`src/rtl/input_fifo.sv`:
```
// Router input port buffer: RTS/CTS write side, first-word fall-through read side.
// Optional FIFO_CHECKERS_EN adds a sticky err[1:0] protocol-violation output.
module input_fifo #(
  parameter int unsigned DATA_WIDTH = 32,
  parameter int unsigned DEPTH      = 4
) (
  input  logic                  clk,
  input  logic                  rst,
  input  logic [DATA_WIDTH-1:0] RX,
  input  logic                  DRTS,
  input  logic                  read_en_N,
  input  logic                  read_en_E,
  input  logic                  read_en_W,
  input  logic                  read_en_S,
  input  logic                  read_en_L,
  output logic                  CTS,
  output logic                  empty,
  output logic                  full,
  output logic [DATA_WIDTH-1:0] Data_out
`ifdef FIFO_CHECKERS_EN
  ,
  output logic [1:0]            err
`endif
);

  localparam int unsigned PTR_W = $clog2(DEPTH);
  localparam int unsigned CNT_W = PTR_W + 1;

  logic [DATA_WIDTH-1:0] mem [DEPTH];
  logic [PTR_W-1:0]      wr_ptr;
  logic [PTR_W-1:0]      rd_ptr;
  logic [CNT_W-1:0]      count;
  logic                  cts_ff;
  logic                  cts_ff_in;
  logic [4:0]            rd_vec;
  logic                  rd_req;
  logic                  do_pop;

  assign rd_vec = {read_en_N, read_en_E, read_en_W, read_en_S, read_en_L};
  assign rd_req = |rd_vec;

  // A write happens on exactly the edge that raises CTS.
  assign cts_ff_in = DRTS & ~cts_ff & ~full;
  assign do_pop    = rd_req & ~empty;

  assign CTS      = cts_ff;
  assign empty    = (count == CNT_W'(0));
  assign full     = (count == CNT_W'(DEPTH));
  assign Data_out = empty ? '0 : mem[rd_ptr];

  always_ff @(posedge clk) begin
    if (rst) begin
      cts_ff <= 1'b0;
      wr_ptr <= '0;
      rd_ptr <= '0;
      count  <= '0;
    end else begin
      cts_ff <= cts_ff_in;
      if (cts_ff_in) wr_ptr <= wr_ptr + PTR_W'(1);
      if (do_pop)    rd_ptr <= rd_ptr + PTR_W'(1);
      if (cts_ff_in && !do_pop)      count <= count + CNT_W'(1);
      else if (!cts_ff_in && do_pop) count <= count - CNT_W'(1);
    end
  end

  // Storage is deliberately left unreset; empty masks stale contents.
  always_ff @(posedge clk) begin
    if (!rst && cts_ff_in) mem[wr_ptr] <= RX;
  end

`ifdef FIFO_CHECKERS_EN
  logic multi_hot;
  assign multi_hot = (rd_vec & (rd_vec - 5'd1)) != 5'd0;

  always_ff @(posedge clk) begin
    if (rst) begin
      err <= 2'b00;
    end else begin
      if (rd_req && empty) err[0] <= 1'b1;
      if (multi_hot)       err[1] <= 1'b1;
    end
  end
`endif

endmodule

```
`config.mk`:
```
export PLATFORM = sky130hd
export DESIGN_NAME = input_fifo
export DESIGN_NICKNAME = d
export VERILOG_FILES = /design/src/rtl/input_fifo.sv
export SDC_FILE = /design/constraint.sdc
export NUM_CORES = 1
export LEC_CHECK = 0
export CORE_UTILIZATION = 49
export CTS_CLUSTER_DIAMETER = 150
export DETAILED_ROUTE_END_ITERATION = 16
export PLACE_DENSITY = 0.74
export SLEW_MARGIN = 25
export SYNTH_ARGS = -nofsm -noshare
export SYNTH_HDL_FRONTEND = slang
export SYNTH_SLANG_ARGS = --single-unit
```
`constraint.sdc`:
```
create_clock -name clk -period 2.5 [get_ports clk]
set_clock_uncertainty 0.2 [all_clocks]
set_input_delay 0.5 -clock clk [delete_from_list [all_inputs] [get_ports clk]]
set_output_delay 0.5 -clock clk [all_outputs]
set_load 0.02 [all_outputs]
```
==> key figures <==
Final layout
  – Number of nets in the layout: 421
  – Fin util: 0.690
  – Fillers: 677
  – Synthesis-to-finish area growth: 36.6%
  – Commonest non-fill, non-tap cell in the layout: edfxtp_1
  – Multi-input gate area: 1420 µm²
  – ANT cells: 0
  – Final Non-Filler Cells: 527
  – Most frequent cells in the layout: edfxtp_1, clkdlybuf4s50_1, mux4_2
  – Share of layout cells above drive strength 1: 0.413
  – FF+latch area: 4050 µm²

Setup path
  – Critical path launch point type: flop
  – Worst reg-to-reg path cell count: 9
  – Crit. End Element: output port
  – Worst EP arrival: 1.95 ns
  – R2R Path End: count[2]$_SDFFE_PP0P_
  – Worst endpoint required time: 1.80 ns
  – CP Class: flop to output port
  – Worst-path maximum fanout: 6
  – Worst reg2reg startpoint: count[1]$_SDFFE_PP0P_
  – R2R setup slack: 0.14 ns

Placement
  – Placed Instances: 481
  – # port buffers: 74
  – Final GP Congestion: 0.676
  – Hpwl dp: 5850 µm

Detailed routing
  – Via density: 5.28
  – Via count: 2781
  – Remaining antenna violation count: 0
  – Drt initial violations: 154
  – Average wire per standard cell: 19.3 µm
  – Drt total wl: 10200 µm
  – DR DRC count: 0
  – TritonRoute pass-1 iters: 4

Global route
  – Pin count of the biggest net entering global routing: 33
  – Number of global-route vias before repair: 2986
  – Global-route wire length before repair: 15600 µm
  – Global route total overflow: 0
  – Total track usage: 0.189
  – Initial antenna violation count: 0

Run
  – Max-cap violation count: 0

Synth
  – Sequential area share after synthesis: 0.735
  – Main synth FF type: edfxtp_1
  – Post-Syn Instances: 257
  – Mean Syn Cell Area: 21.4 µm²
  – Syn_nets: 303
  – Async SR Flop Fraction: 0
  – Synth warnings: 0
  – Mapped Area: 5500 µm²
  – Synth Register Bits: 138
  – Post-synth cell types: 31
  – Post-synth EDFFs: 128

STA
  – Final setup violating endpoints: 32
  – Fin. Hold Viols: 0
  – Fraction of the cycle the final worst path needs: 1.06
  – Total negative slack: -2.75 ns
  – Slew @ Worst Pin: 0.319 ns
  – Crit path time final: 2.65 ns
  – Setup ws final: -0.147 ns
  – RSZ-0062 raised after global routing: yes
  – Max-slew headroom: 0.787
  – Slew Viols, Final: 0
  – Fmax: 0.378 GHz

Floorplan
  – Core Area: 10900 µm²
  – Die area: 11700 µm²
  – # IOs: 75
  – Cell Rows: 38
  – Die height: 108 µm
  – Die width: 108 µm
  – Starting Density: 0.505

Clocking
  – Root Buffer: clkbuf_8
  – Clk_lat worst skew: 0.50 ns
  – TritonCTS clock tree: yes
  – H-tree levels: 4
  – Reg clk slew, reported paths: 0.06 ns
  – CTS buffer count: 17
  – # clock sinks: 138
  – Clock buffer depth: 2

Hold path
  – Hold path endpoint: rd_ptr[1]$_SDFFE_PP0P_
  – Hold crit path type: flop to flop
  – Hold Crit Depth: 2
  – Hold Startpoint: rd_ptr[1]$_SDFFE_PP0P_

Power
  – Power per cell area: 1150 nW/µm²
  – Peak supply drop: 0.645 mV
  – Leakage: 0.00268 µW

Status
  – Outcome: finished with violations
  – Failing checks: negative setup slack
worst max-delay path: stages (launching register included):
cell and delay [ns]:
dfxtp_4 0.42, buf_12 0.14, buf_4 0.11, mux4_2 0.51
nor2b_4 0.15, buf_6 0.13
power breakdown:
part	total, µW	internal [µW]	switching (µW)
Clock	2800	1910	895
Sequential	2760	2670	92.6
Combinational	3070	1670	1400
Total	8640	6250	2390
synth_stat cells, types with 2 or more instances:
master / number / area [µm²]
xor2_1: 2 / 17.5
and2b_1: 2 / 15.0
buf_2: 5 / 25.0
nor2b_1: 19 / 119
a21oi_1: 2 / 10.0
o21ai_0: 2 / 10.0
nor2b_4: 12 / 165
buf_12: 3 / 60.1
and2_1: 4 / 25.0
or3_1: 2 / 12.5
nor2_1: 6 / 22.5
inv_1: 5 / 18.8
ha_1: 5 / 62.6
mux2_1: 3 / 33.8
mux4_2: 32 / 721
edfxtp_1: 128 / 3840
nor3_2: 2 / 20.0
dfxtp_1: 10 / 200
how the worst max path moves through the flow:
stage,end,start,slack [ns]
2_1_floorplan,count[2]$_SDFFE_PP0P_,read_en_N,0.06
3_3_place_gp,count[2]$_SDFFE_PP0P_,read_en_N,-0.38
3_5_place_dp,count[2]$_SDFFE_PP0P_,read_en_S,-0.39
4_1_cts,Data_out[24],flop,-0.23
5_1_grt,Data_out[0],flop,-0.23
6_report,Data_out[7],flop,-0.15
metal layers:
layer,GRT usage,up-vias,share of wire
met5,0,-,0
met4,0.0656,0,0.0086
met3,0.0615,9,0.045
met2,0.319,84,0.52
met1,0.230,1432,0.42
li1,-,1256,-
final cells by class:
type	instances	area share
Multi-Input combinational cell	103	0.189
Timing Repair Buffer	110	0.158
Sequential cell	138	0.539
Clock inverter	14	0.0332
Clock buffer	17	0.0551
Inverter	5	0.00250
Tap cell	140	0.0233
what timing repair did:
| item | 4_1_cts | 5_1_grt |
|---|---|---|
| resized for setup | 166 | 40 |
| pin swaps | 1 | 0 |
| endpoints found under the setup margin | 34 | 34 |
| gates cloned | 2 | 0 |
| setup buffers | 10 | 6 |
| hold buffers | 0 | 0 |
stage by stage:
stage / setup slack (ns) / hold slack [ns] / total power, µW / area, µm²
after floorplan: 0.0550 / 0.277 / 4460 / 5500
after global placement: -0.378 / 0.312 / 5480 / 6600
after detailed placement: -0.391 / 0.328 / 5520 / 6600
after CTS: -0.234 / 0.371 / 8480 / 7380
after global routing: -0.228 / 0.384 / 8980 / 7510
final: -0.147 / 0.363 / 8640 / 7510
logic make-up (layout without fill, tap and decap cells):
| family | Yosys count | in the layout | synth area share |
|---|---|---|---|
| buffers and inverters | 16 | 146 | 0.0230 |
| adders and majority gates | 6 | 6 | 0.0150 |
| AOI/OAI and AO/OA | 8 | 8 | 0.00956 |
| muxes | 36 | 36 | 0.139 |
| xor gates and xnor gates | 2 | 2 | 0.00319 |
| and+or+nand+nor | 51 | 51 | 0.0749 |
| DFF | 138 | 138 | 0.735 |
state kept, by name (all words and copies together) (netlist names), named ones only:
register  count
mem         128
count         3
rd_ptr        2
wr_ptr        2
CTS           1
No activity file was read; power rests on OpenSTA's default activity.
